**src/rtl/arb_req_agent.sv**
```systemverilog
// arb_req_agent: requester-side agent for a 4-port combinational arbiter.
// Queues per-port transaction counts, raises req_o while work is pending,
// consumes one transaction per legal accepted grant, and raises sticky flags
// for illegal grants, dropped pushes and starved ports.
module arb_req_agent #(
  parameter int unsigned NUM_PORTS    = 4,
  parameter int unsigned CNT_W        = 4,
  parameter int unsigned STARVE_LIMIT = 16
) (
  input  logic                         clk,
  input  logic                         reset_n,
  input  logic [NUM_PORTS-1:0]         push_i,
  input  logic [NUM_PORTS-1:0]         gnt_i,
  input  logic                         err_clr_i,
  output logic [NUM_PORTS-1:0]         req_o,
  output logic [NUM_PORTS*CNT_W-1:0]   pend_cnt_o,
  output logic [NUM_PORTS-1:0]         full_o,
  output logic [NUM_PORTS-1:0]         done_o,
  output logic [NUM_PORTS-1:0]         ovf_o,
  output logic [NUM_PORTS-1:0]         starve_o,
  output logic                         err_o
);

  localparam int unsigned WCNT_W = $clog2(STARVE_LIMIT + 1);
  localparam logic [CNT_W-1:0]  CNT_MAX   = '1;
  localparam logic [WCNT_W-1:0] WCNT_LIM  = WCNT_W'(STARVE_LIMIT);

  logic [NUM_PORTS-1:0][CNT_W-1:0]  r_cnt;
  logic [NUM_PORTS-1:0][CNT_W-1:0]  w_cnt_nxt;
  logic [NUM_PORTS-1:0][WCNT_W-1:0] r_wcnt;
  logic [NUM_PORTS-1:0][WCNT_W-1:0] w_wcnt_nxt;
  logic [NUM_PORTS-1:0]             r_done;
  logic [NUM_PORTS-1:0]             r_ovf;
  logic [NUM_PORTS-1:0]             r_starve;
  logic                             r_err;

  logic [NUM_PORTS-1:0]             w_req;
  logic [NUM_PORTS-1:0]             w_full;
  logic [NUM_PORTS-1:0]             w_acc;
  logic [NUM_PORTS-1:0]             w_ovf_set;
  logic [NUM_PORTS-1:0]             w_starve_set;
  logic                             w_multi;
  logic                             w_illegal;

  // Request/full decode from registered counts only (no input-to-req path).
  always_comb begin
    w_req  = '0;
    w_full = '0;
    for (int p = 0; p < int'(NUM_PORTS); p++) begin
      w_req[p]  = (r_cnt[p] != '0);
      w_full[p] = (r_cnt[p] == CNT_MAX);
    end
  end

  // Grant legality: more than one bit, or any grant to a non-requesting port.
  always_comb begin
    w_multi   = ((gnt_i & (gnt_i - NUM_PORTS'(1))) != '0);
    w_illegal = w_multi | ((gnt_i & ~w_req) != '0);
    w_acc     = w_illegal ? '0 : (gnt_i & w_req);
  end

  // Next-state for pending and wait counters plus flag set conditions.
  always_comb begin
    w_cnt_nxt    = r_cnt;
    w_wcnt_nxt   = r_wcnt;
    w_ovf_set    = '0;
    w_starve_set = '0;
    for (int p = 0; p < int'(NUM_PORTS); p++) begin
      // Push and accept together cancel out, even when full.
      if (w_acc[p] && !push_i[p]) begin
        w_cnt_nxt[p] = r_cnt[p] - CNT_W'(1);
      end else if (push_i[p] && !w_acc[p]) begin
        if (w_full[p]) begin
          w_ovf_set[p] = 1'b1;
        end else begin
          w_cnt_nxt[p] = r_cnt[p] + CNT_W'(1);
        end
      end

      if (!w_req[p] || w_acc[p]) begin
        w_wcnt_nxt[p] = '0;
      end else if (r_wcnt[p] != WCNT_LIM) begin
        w_wcnt_nxt[p] = r_wcnt[p] + WCNT_W'(1);
      end
      // Flag only on the edge where the wait counter first reaches the limit.
      w_starve_set[p] = (w_wcnt_nxt[p] == WCNT_LIM) && (r_wcnt[p] != WCNT_LIM);
    end
  end

  // State and sticky flags; a set in the same cycle as a clear wins.
  always_ff @(posedge clk or negedge reset_n) begin
    if (!reset_n) begin
      r_cnt    <= '0;
      r_wcnt   <= '0;
      r_done   <= '0;
      r_ovf    <= '0;
      r_starve <= '0;
      r_err    <= 1'b0;
    end else begin
      r_cnt    <= w_cnt_nxt;
      r_wcnt   <= w_wcnt_nxt;
      r_done   <= w_acc;
      r_ovf    <= w_ovf_set | (err_clr_i ? '0 : r_ovf);
      r_starve <= w_starve_set | (err_clr_i ? '0 : r_starve);
      r_err    <= w_illegal | (r_err & ~err_clr_i);
    end
  end

  assign req_o      = w_req;
  assign full_o     = w_full;
  assign pend_cnt_o = r_cnt;
  assign done_o     = r_done;
  assign ovf_o      = r_ovf;
  assign starve_o   = r_starve;
  assign err_o      = r_err;

endmodule
```
**config.mk**
```make
export PLATFORM = sky130hd
export DESIGN_NAME = arb_req_agent
export DESIGN_NICKNAME = d
export VERILOG_FILES = /design/src/rtl/arb_req_agent.sv
export SDC_FILE = /design/constraint.sdc
export NUM_CORES = 1
export LEC_CHECK = 0
export BUFFER_PORTS_ARGS = -buffer_cell sky130_fd_sc_hd__buf_2
export CORE_MARGIN = 2
export CORE_UTILIZATION = 56
export DETAILED_ROUTE_END_ITERATION = 10
export HOLD_SLACK_MARGIN = 0.1
export PLACE_DENSITY = 0.87
export SETUP_SLACK_MARGIN = 0.2
export SYNTH_ARGS = -nofsm -noshare
export SYNTH_HDL_FRONTEND = slang
export SYNTH_SLANG_ARGS = --single-unit
```
**constraint.sdc**
```tcl
create_clock -name clk -period 2.8 [get_ports clk]
set_input_delay 0.14 -clock clk [delete_from_list [all_inputs] [get_ports clk]]
set_output_delay 0.14 -clock clk [all_outputs]
set_load 0.005 [all_outputs]
```
==> results of run 1 <==
==> cell families (layout without fill, tap and decap cells) <==
kind of cell / count (synthesis) / after routing
simple gates: 95 / 95
buf+inv: 34 / 95
mux: 7 / 7
compound gates: 43 / 43
flops: 49 / 49
fa+ha+maj: 27 / 27
xor+xnor: 26 / 26
==> area by class of cell <==
| class | instances | area [µm²] | share of cell area [%] |
|---|---|---|---|
| Timing Repair Buffer | 53 | 283 | 8.37 |
| Multi-Input combinational cell | 198 | 1520 | 45.0 |
| Sequential cell | 49 | 1230 | 36.4 |
| Tap cell | 67 | 83.8 | 2.48 |
| Clock inverter | 3 | 65.1 | 1.93 |
| Inverter | 34 | 128 | 3.78 |
| Clock buffer | 5 | 68.8 | 2.04 |
==> synth_stat cells, drive strengths merged, types with 3 or more instances <==
cell type  number
dfrtp          49
inv            33
nor2           26
ha             24
nand2          23
xor2           15
o21ai          13
xnor2          11
nand3          10
nor3            9
a21o            6
a21oi           6
a32o            5
and4            4
mux2            4
nand2b          4
a31oi           3
fa              3
mux2i           3
nand3b          3
nor4            3
or4             3
==> registers in the layout, summed over array words and instances, names as in the netlist <==
name and flops:
done_o 4, err_o 1, ovf_o 4, pend_cnt_o 16
r_wcnt 20, starve_o 4
==> power by group through the flow <==
stage	Sequential, µW	Combinational, µW	Clock (µW)
floorplan	1230	829	0
global placement	1260	1150	0
detailed placement	1280	1200	0
CTS	1260	1230	602
global route	1340	1440	630
finish	1290	1280	587
==> cell usage in the layout, fill, tap and decap left out, drive strengths merged, types with 4 or more instances in the layout <==
cell	instances
a21o	6
a21oi	6
a32o	5
and4	4
buf	52
clkbuf	5
dfrtp	49
ha	24
inv	33
mux2	4
nand2	23
nand2b	4
nand3	10
nor2	26
nor3	9
o21ai	13
xnor2	11
xor2	15
==> per-stage QoR <==
step	power (µW)	area (µm²)	hold WS, ps
2_1_floorplan	2060	2830	-156
6_report	3160	3380	207
4_1_cts	3090	3310	166
3_3_place_gp	2410	3150	399
3_5_place_dp	2480	3150	403
5_1_grt	3410	3380	231
==> worst max-delay path, cell delays in order, from the launching register on <==
cell and delay [ps]:
dfrtp_1 400, or4_4 570, nand4_1 130, inv_1 80, ha_2 210, ha_1 290
a21o_1 200, a21oi_2 140, mux2i_1 260, xnor2_1 150
==> worst paths after layout <==
check                                            endpoint  slack, ps  cells past startpoint
worst max-delay path            pend_cnt_o[7]$_DFFE_PN0P_        290                      9
worst min-delay path                  done_o[0]$_DFF_PN0_        210                      3
worst max register to register  pend_cnt_o[7]$_DFFE_PN0P_        290                      9
worst min register to register      starve_o[1]$_DFF_PN0_        490                      1
max in group asynchronous       pend_cnt_o[8]$_DFFE_PN0P_       1500                      2
min in group asynchronous       pend_cnt_o[1]$_DFFE_PN0P_        570                      2
==> repair_timing <==
action                                 CTS  global route
setup endpoints to repair                1             4
cloned                                   0             0
endpoints found under the hold margin   49             0
gates resized for setup                  1            11
pin swaps                                0             2
hold buffers                             1             0
buffers inserted                         1             3
==> metal layers <==
metal	wire length [µm]	part of all wire (%)
met3	309	5.3
met1	2610	45
met2	2860	49
met4	24	0.41
met5	0	0
==> impl_metrics.prom, run 1 <==
# TYPE chip_impl_metric gauge
chip_impl_metric{name="maxSlewViolCount",unit=""} 0
chip_impl_metric{name="finalClockSkew",unit="ps"} 6.73
chip_impl_metric{name="synth_compound_area_share",unit="%"} 11.2
chip_impl_metric{name="quantity_of_i_o_buffers_inserted_on_ports",unit=""} 47
chip_impl_metric{name="htree_levels",unit=""} 2
chip_impl_metric{name="die_area",unit="µm²"} 5630
chip_impl_metric{name="total_global_routing_track_utilization",unit="%"} 22.2
chip_impl_metric{name="async_reset_ff_share",unit="%"} 100
chip_impl_metric{name="timing.final.ws_setup",unit="ps"} 292
chip_impl_info{name="largest_family_of_logic_cells_by_synthesized_area",value="simple AND/OR/NAND/NOR gates"} 1
chip_impl_metric{name="layout.nets",unit=""} 379
chip_impl_metric{name="power_density",unit="nW/µm²"} 936
chip_impl_metric{name="cts_num_sinks",unit=""} 49
chip_impl_info{name="crit-reg2reg-launch",value="pend_cnt_o[5]$_DFFE_PN0P_"} 1
chip_impl_metric{name="gp_congestion",unit=""} 0.831
chip_impl_metric{name="antenna_cells_inserted",unit=""} 0
chip_impl_metric{name="clockPowerShare",unit="%"} 18.6
chip_impl_metric{name="dp_cells",unit=""} 396
chip_impl_metric{name="mapped_nets",unit=""} 319
chip_impl_metric{name="vias",unit=""} 2227
chip_impl_info{name="busiest_layer",value="met2"} 1
chip_impl_metric{name="grt_first_pass_wirelength",unit="mm"} 9.46
chip_impl_metric{name="avgViaCountPerCell",unit=""} 5.44
chip_impl_metric{name="initial_core_util",unit="%"} 59.1
chip_impl_metric{name="seq_power_share",unit="%"} 40.9
chip_impl_metric{name="drive_above_1_share",unit="%"} 24.0
chip_impl_metric{name="syn_area",unit="µm²"} 2830
chip_impl_info{name="cts_root_buffer_type",value="clkbuf_8"} 1
chip_impl_metric{name="globalRouteMet3Util",unit="%"} 6.43
chip_impl_metric{name="yosys_register_bits",unit=""} 49
chip_impl_metric{name="final_critical_path_share_of_the_clock_period",unit="%"} 89.6
chip_impl_metric{name="core_box_area",unit="µm²"} 4790
chip_impl_metric{name="clkLatencyLatePin",unit="ps"} 300
chip_impl_info{name="worst_setup_path_start_kind",value="register"} 1
chip_impl_info{name="min_from",value="gnt_i[0]"} 1
chip_impl_metric{name="post_synth_mux_area_share",unit="%"} 2.66
chip_impl_metric{name="first_global_vias",unit=""} 2078
chip_impl_metric{name="tns",unit="ps"} 0
chip_impl_info{name="setup.worst_path.end_class",value="register"} 1
chip_impl_info{name="netlist.top_cell.by_area",value="dfrtp_1"} 1
chip_impl_metric{name="boundaryPins",unit=""} 48
chip_impl_info{name="synthFlopType",value="dfrtp_1"} 1
chip_impl_metric{name="clockBufferDepth",unit=""} 2
chip_impl_metric{name="power.leakage",unit="µW"} 0.00172
chip_impl_metric{name="overflow",unit=""} 0
chip_impl_metric{name="tritoncts.num_buffers",unit=""} 5
chip_impl_metric{name="worst-endpoint-arrival",unit="ps"} 2730
chip_impl_metric{name="internal-power",unit="µW"} 1940
chip_impl_metric{name="cts.clk_slew.worst_paths",unit="ps"} 90
chip_impl_metric{name="layout.cells.non_filler",unit=""} 409
chip_impl_metric{name="netlist_instances",unit=""} 281
chip_impl_metric{name="yosysWarnings",unit=""} 0
chip_impl_metric{name="critical_path_peak_fanout",unit=""} 4
chip_impl_metric{name="area_share_of_the_leading_cell_type_in_the_synthesized_netlist",unit="%"} 43.4
chip_impl_metric{name="gr-usage-met2",unit="%"} 36.2
chip_impl_metric{name="worst_pin_slew",unit="ps"} 1060
chip_impl_metric{name="syn-mean-instance-area",unit="µm²"} 10.1
chip_impl_metric{name="fraction_of_the_mapped_netlist_area_in_adder_cells",unit="%"} 12.7
chip_impl_metric{name="avgRoutedWirePerCell",unit="µm"} 14.2
chip_impl_metric{name="finalSetupViolCount",unit=""} 0
chip_impl_metric{name="synth.distinct_cells",unit=""} 46
chip_impl_metric{name="irDropWorstVdd",unit="mV"} 0.568
chip_impl_metric{name="post-dp-hpwl",unit="mm"} 4.18
chip_impl_metric{name="grt_util_met1",unit="%"} 29.0
chip_impl_metric{name="postRouteWirelength",unit="mm"} 5.80
chip_impl_info{name="tritoncts_clock_tree",value="built"} 1
chip_impl_metric{name="die_w",unit="µm"} 75.0
chip_impl_metric{name="area_share_of_xor_xnor_cells_in_the_synthesized_design",unit="%"} 8.06
chip_impl_metric{name="drt_pre_antenna_iters",unit=""} 4
chip_impl_info{name="post_synth_main_area_contributors",value="dfrtp_1, ha_1, xor2_1, inv_1, xnor2_1"} 1
chip_impl_metric{name="sw_frac_of_total",unit="%"} 38.7
chip_impl_metric{name="die_y",unit="µm"} 75.0
chip_impl_info{name="status",value="finished clean"} 1
chip_impl_metric{name="route.antenna.remaining_nets",unit=""} 0
chip_impl_metric{name="slew_headroom",unit="%"} 29.1
chip_impl_info{name="timing.setup.critical_path_class",value="reg2reg"} 1
chip_impl_metric{name="total_switching_power",unit="µW"} 1220
chip_impl_metric{name="final_hold_viol_count",unit=""} 0
chip_impl_metric{name="cp_data_required_time",unit="ps"} 3020
chip_impl_metric{name="synth-edff-count",unit=""} 0
chip_impl_metric{name="flow.area_growth_from_synthesis",unit="%"} 19.5
chip_impl_metric{name="initial_antenna_violation_count",unit=""} 0
chip_impl_info{name="setup_repair_after_global_routing_missed_its_margin",value="false"} 1
chip_impl_metric{name="drcViolationCount",unit=""} 0
chip_impl_info{name="worstHoldPathType",value="in2reg"} 1
chip_impl_metric{name="drt_iter0_drc",unit=""} 79
chip_impl_metric{name="period_needed",unit="ps"} 2510
chip_impl_metric{name="floorplan.rows",unit=""} 25
chip_impl_metric{name="grt_start_max_net_pins",unit=""} 50
chip_impl_metric{name="detailedPlace.worstSlack",unit="ps"} 209
chip_impl_metric{name="clock.fmax",unit="MHz"} 399
chip_impl_metric{name="synth-seq-area-share",unit="%"} 43.4
chip_impl_metric{name="fillerInstances",unit=""} 373
chip_impl_metric{name="synthSimpleGateAreaFrac",unit="%"} 17.4
chip_impl_metric{name="finalCoreUtilization",unit="%"} 70.6
chip_impl_metric{name="power_frac_comb",unit="%"} 40.6
chip_impl_metric{name="maxCapViolCount",unit=""} 0
chip_impl_info{name="setup.worst_path.start",value="pend_cnt_o[5]$_DFFE_PN0P_"} 1
No activity file was read; power rests on OpenSTA's default activity.
==> run 2: changes to the inputs <==
- BUFFER_PORTS_ARGS: -buffer_cell sky130_fd_sc_hd__buf_2 -> -buffer_cell sky130_fd_sc_hd__clkbuf_2
==> run 2 against run 1 <==
  * Setup slack lost 2.2 ps
  * Die area is the same
  * Utilization shrank 1.4 points
  * Register-to-register slack is essentially flat
  * Cell count is the same
  * Global-route usage is essentially flat
  * Sequential power is essentially flat
  * Clock-buffer cell count grew 3
  * Largest power group unchanged
==> impl_metrics.prom, run 2 (synthesis gave the netlist of run 1 again) <==
# TYPE chip_impl_metric gauge
chip_impl_info{name="status",value="finished clean"} 1
chip_impl_metric{name="period_needed",unit="ps"} 2510
chip_impl_metric{name="floorplan.rows",unit=""} 25
chip_impl_info{name="most-common-layout-cells",value="clkbuf_2, dfrtp_1, inv_1, nor2_1"} 1
chip_impl_metric{name="final_critical_path_share_of_the_clock_period",unit="%"} 89.7
chip_impl_metric{name="die_w",unit="µm"} 75.0
chip_impl_metric{name="timing.final.ws_setup",unit="ps"} 289
chip_impl_metric{name="flow.area_growth_from_synthesis",unit="%"} 17.1
chip_impl_metric{name="layout.nets",unit=""} 379
chip_impl_metric{name="boundaryPins",unit=""} 48
chip_impl_metric{name="sw_frac_of_total",unit="%"} 40.9
chip_impl_metric{name="worst-endpoint-arrival",unit="ps"} 2750
chip_impl_info{name="cts_root_buffer_type",value="clkbuf_8"} 1
chip_impl_metric{name="finalSetupViolCount",unit=""} 0
chip_impl_info{name="worstHoldPathType",value="in2reg"} 1
chip_impl_info{name="setup.worst_path.end_class",value="register"} 1
chip_impl_metric{name="grt_start_max_net_pins",unit=""} 37
chip_impl_metric{name="clockBufferDepth",unit=""} 2
chip_impl_metric{name="drt_iter0_drc",unit=""} 91
chip_impl_metric{name="postRouteWirelength",unit="mm"} 5.74
chip_impl_info{name="setup_repair_after_global_routing_missed_its_margin",value="true"} 1
chip_impl_metric{name="total_global_routing_track_utilization",unit="%"} 22.2
chip_impl_metric{name="tritoncts.num_buffers",unit=""} 5
chip_impl_metric{name="ff_latch_area",unit="µm²"} 1230
chip_impl_metric{name="overflow",unit=""} 0
chip_impl_metric{name="power_frac_comb",unit="%"} 42.1
chip_impl_metric{name="clockPowerShare",unit="%"} 13.6
chip_impl_metric{name="quantity_of_i_o_buffers_inserted_on_ports",unit=""} 47
chip_impl_metric{name="finalClockSkew",unit="ps"} 6.83
chip_impl_metric{name="drt_pre_antenna_iters",unit=""} 4
chip_impl_metric{name="grt_first_pass_wirelength",unit="mm"} 9.52
chip_impl_metric{name="maxCapViolCount",unit=""} 0
chip_impl_metric{name="core_box_area",unit="µm²"} 4790
chip_impl_metric{name="htree_levels",unit=""} 2
chip_impl_metric{name="power_density",unit="nW/µm²"} 893
chip_impl_metric{name="fillerInstances",unit=""} 370
chip_impl_metric{name="first_global_vias",unit=""} 2093
chip_impl_metric{name="clkLatencyLatePin",unit="ps"} 300
chip_impl_metric{name="cts.clk_slew.worst_paths",unit="ps"} 90
chip_impl_metric{name="initial_antenna_violation_count",unit=""} 0
chip_impl_metric{name="detailedPlace.worstSlack",unit="ps"} 265
chip_impl_metric{name="irDropWorstVdd",unit="mV"} 0.526
chip_impl_metric{name="initial_core_util",unit="%"} 59.1
chip_impl_metric{name="multiInputGateArea",unit="µm²"} 1510
chip_impl_info{name="most_frequent_standard_cell_in_the_layout_excluding_fill_and_tap_cells",value="clkbuf_2"} 1
chip_impl_metric{name="drcViolationCount",unit=""} 0
chip_impl_metric{name="post-dp-hpwl",unit="mm"} 4.24
chip_impl_metric{name="maxSlewViolCount",unit=""} 0
chip_impl_metric{name="antenna_cells_inserted",unit=""} 0
chip_impl_metric{name="cp_data_required_time",unit="ps"} 3030
chip_impl_metric{name="total_cell_area_at_the_placement_stage",unit="µm²"} 3170
chip_impl_metric{name="largest_reg_flops",unit=""} 20
chip_impl_metric{name="power.leakage",unit="µW"} 0.00169
chip_impl_info{name="regMostFlops",value="r_wcnt"} 1
chip_impl_metric{name="whs",unit="ps"} 164
chip_impl_metric{name="vias",unit=""} 2212
chip_impl_metric{name="die_area",unit="µm²"} 5630
chip_impl_metric{name="worst_pin_slew",unit="ps"} 894
chip_impl_metric{name="finalCoreUtilization",unit="%"} 69.2
chip_impl_metric{name="seq_power_share",unit="%"} 44.3
chip_impl_metric{name="total_switching_power",unit="µW"} 1210
chip_impl_metric{name="critical_path_peak_fanout",unit=""} 5
chip_impl_metric{name="final_hold_viol_count",unit=""} 0
chip_impl_metric{name="drive_above_1_share",unit="%"} 22.5
chip_impl_metric{name="route.antenna.remaining_nets",unit=""} 0
chip_impl_metric{name="final_design_area_no_fill",unit="µm²"} 3310
chip_impl_metric{name="cts_num_sinks",unit=""} 49
chip_impl_metric{name="avgRoutedWirePerCell",unit="µm"} 14.0
chip_impl_metric{name="clock.fmax",unit="MHz"} 398
chip_impl_metric{name="gp_congestion",unit=""} 0.847
chip_impl_metric{name="avgViaCountPerCell",unit=""} 5.41
chip_impl_metric{name="slew_headroom",unit="%"} 40.4
chip_impl_metric{name="tns",unit="ps"} 0
chip_impl_metric{name="die_y",unit="µm"} 75.0
chip_impl_info{name="worst_setup_path_start_kind",value="register"} 1
chip_impl_info{name="tritoncts_clock_tree",value="built"} 1
chip_impl_metric{name="internal-power",unit="µW"} 1750
chip_impl_info{name="timing.setup.critical_path_class",value="reg2reg"} 1
run 2: power groups by stage:
| stage | Sequential [µW] | Clock (µW) | Combinational (µW) |
|---|---|---|---|
| finish | 1310 | 401 | 1250 |
| CTS | 1270 | 410 | 1210 |
| detailed placement | 1280 | 0 | 1200 |
| global route | 1350 | 438 | 1420 |
| floorplan | 1230 | 0 | 829 |
| global placement | 1260 | 0 | 1150 |
run 2: cell type report:
type                    count  share of cell area (%)
multi-input cells         198                    45.5
flip-flops and latches     49                    37.2
repair buffers             53                    8.54
inverters                  34                    3.85
well taps                  67                    2.53
clock buffers               8                    2.42
run 2: worst max-delay path, cell delays in order, from the launching register on:
cell and delay (ps):
dfrtp_2 440, or4_4 560, nand4_1 140, inv_1 70, ha_2 200, ha_1 290
a21o_1 190, a21oi_1 180, mux2i_1 250, xnor2_1 130
run 2: stage by stage:
| step | power [µW] | instances |
|---|---|---|
| after floorplan | 2060 | 281 |
| after global placement | 2410 | 398 |
| after detailed placement | 2490 | 398 |
| after CTS | 2890 | 407 |
| after global routing | 3210 | 409 |
| final | 2960 | 409 |
run 2: path summary, 6_finish.rpt:
path,from,end,slack [ps],depth (start not counted)
min,gnt_i[1],done_o[1]$_DFF_PN0_,160,3
max in group asynchronous,reset_n,r_wcnt[9]$_DFF_PN0_,1640,3
max reg2reg,pend_cnt_o[5]$_DFFE_PN0P_,pend_cnt_o[7]$_DFFE_PN0P_,290,9
min reg2reg,starve_o[1]$_DFF_PN0_,starve_o[1]$_DFF_PN0_,490,1
max,pend_cnt_o[5]$_DFFE_PN0P_,pend_cnt_o[7]$_DFFE_PN0P_,290,9
min in group asynchronous,reset_n,pend_cnt_o[1]$_DFFE_PN0P_,490,2
run 2: repair_timing:
action                     4_1_cts  5_1_grt
setup endpoints to repair        0        3
hold buffers                     1        0
buffers inserted                 0        2
resized for setup                0       10
hold endpoints to repair        34        0
run 2: per-layer routing:
metal	part of all wire (%)	global-route usage [%]
met4	1.1	5.56
met3	5.1	5.89
met2	49	36.3
met1	44	29.7
met5	0	0
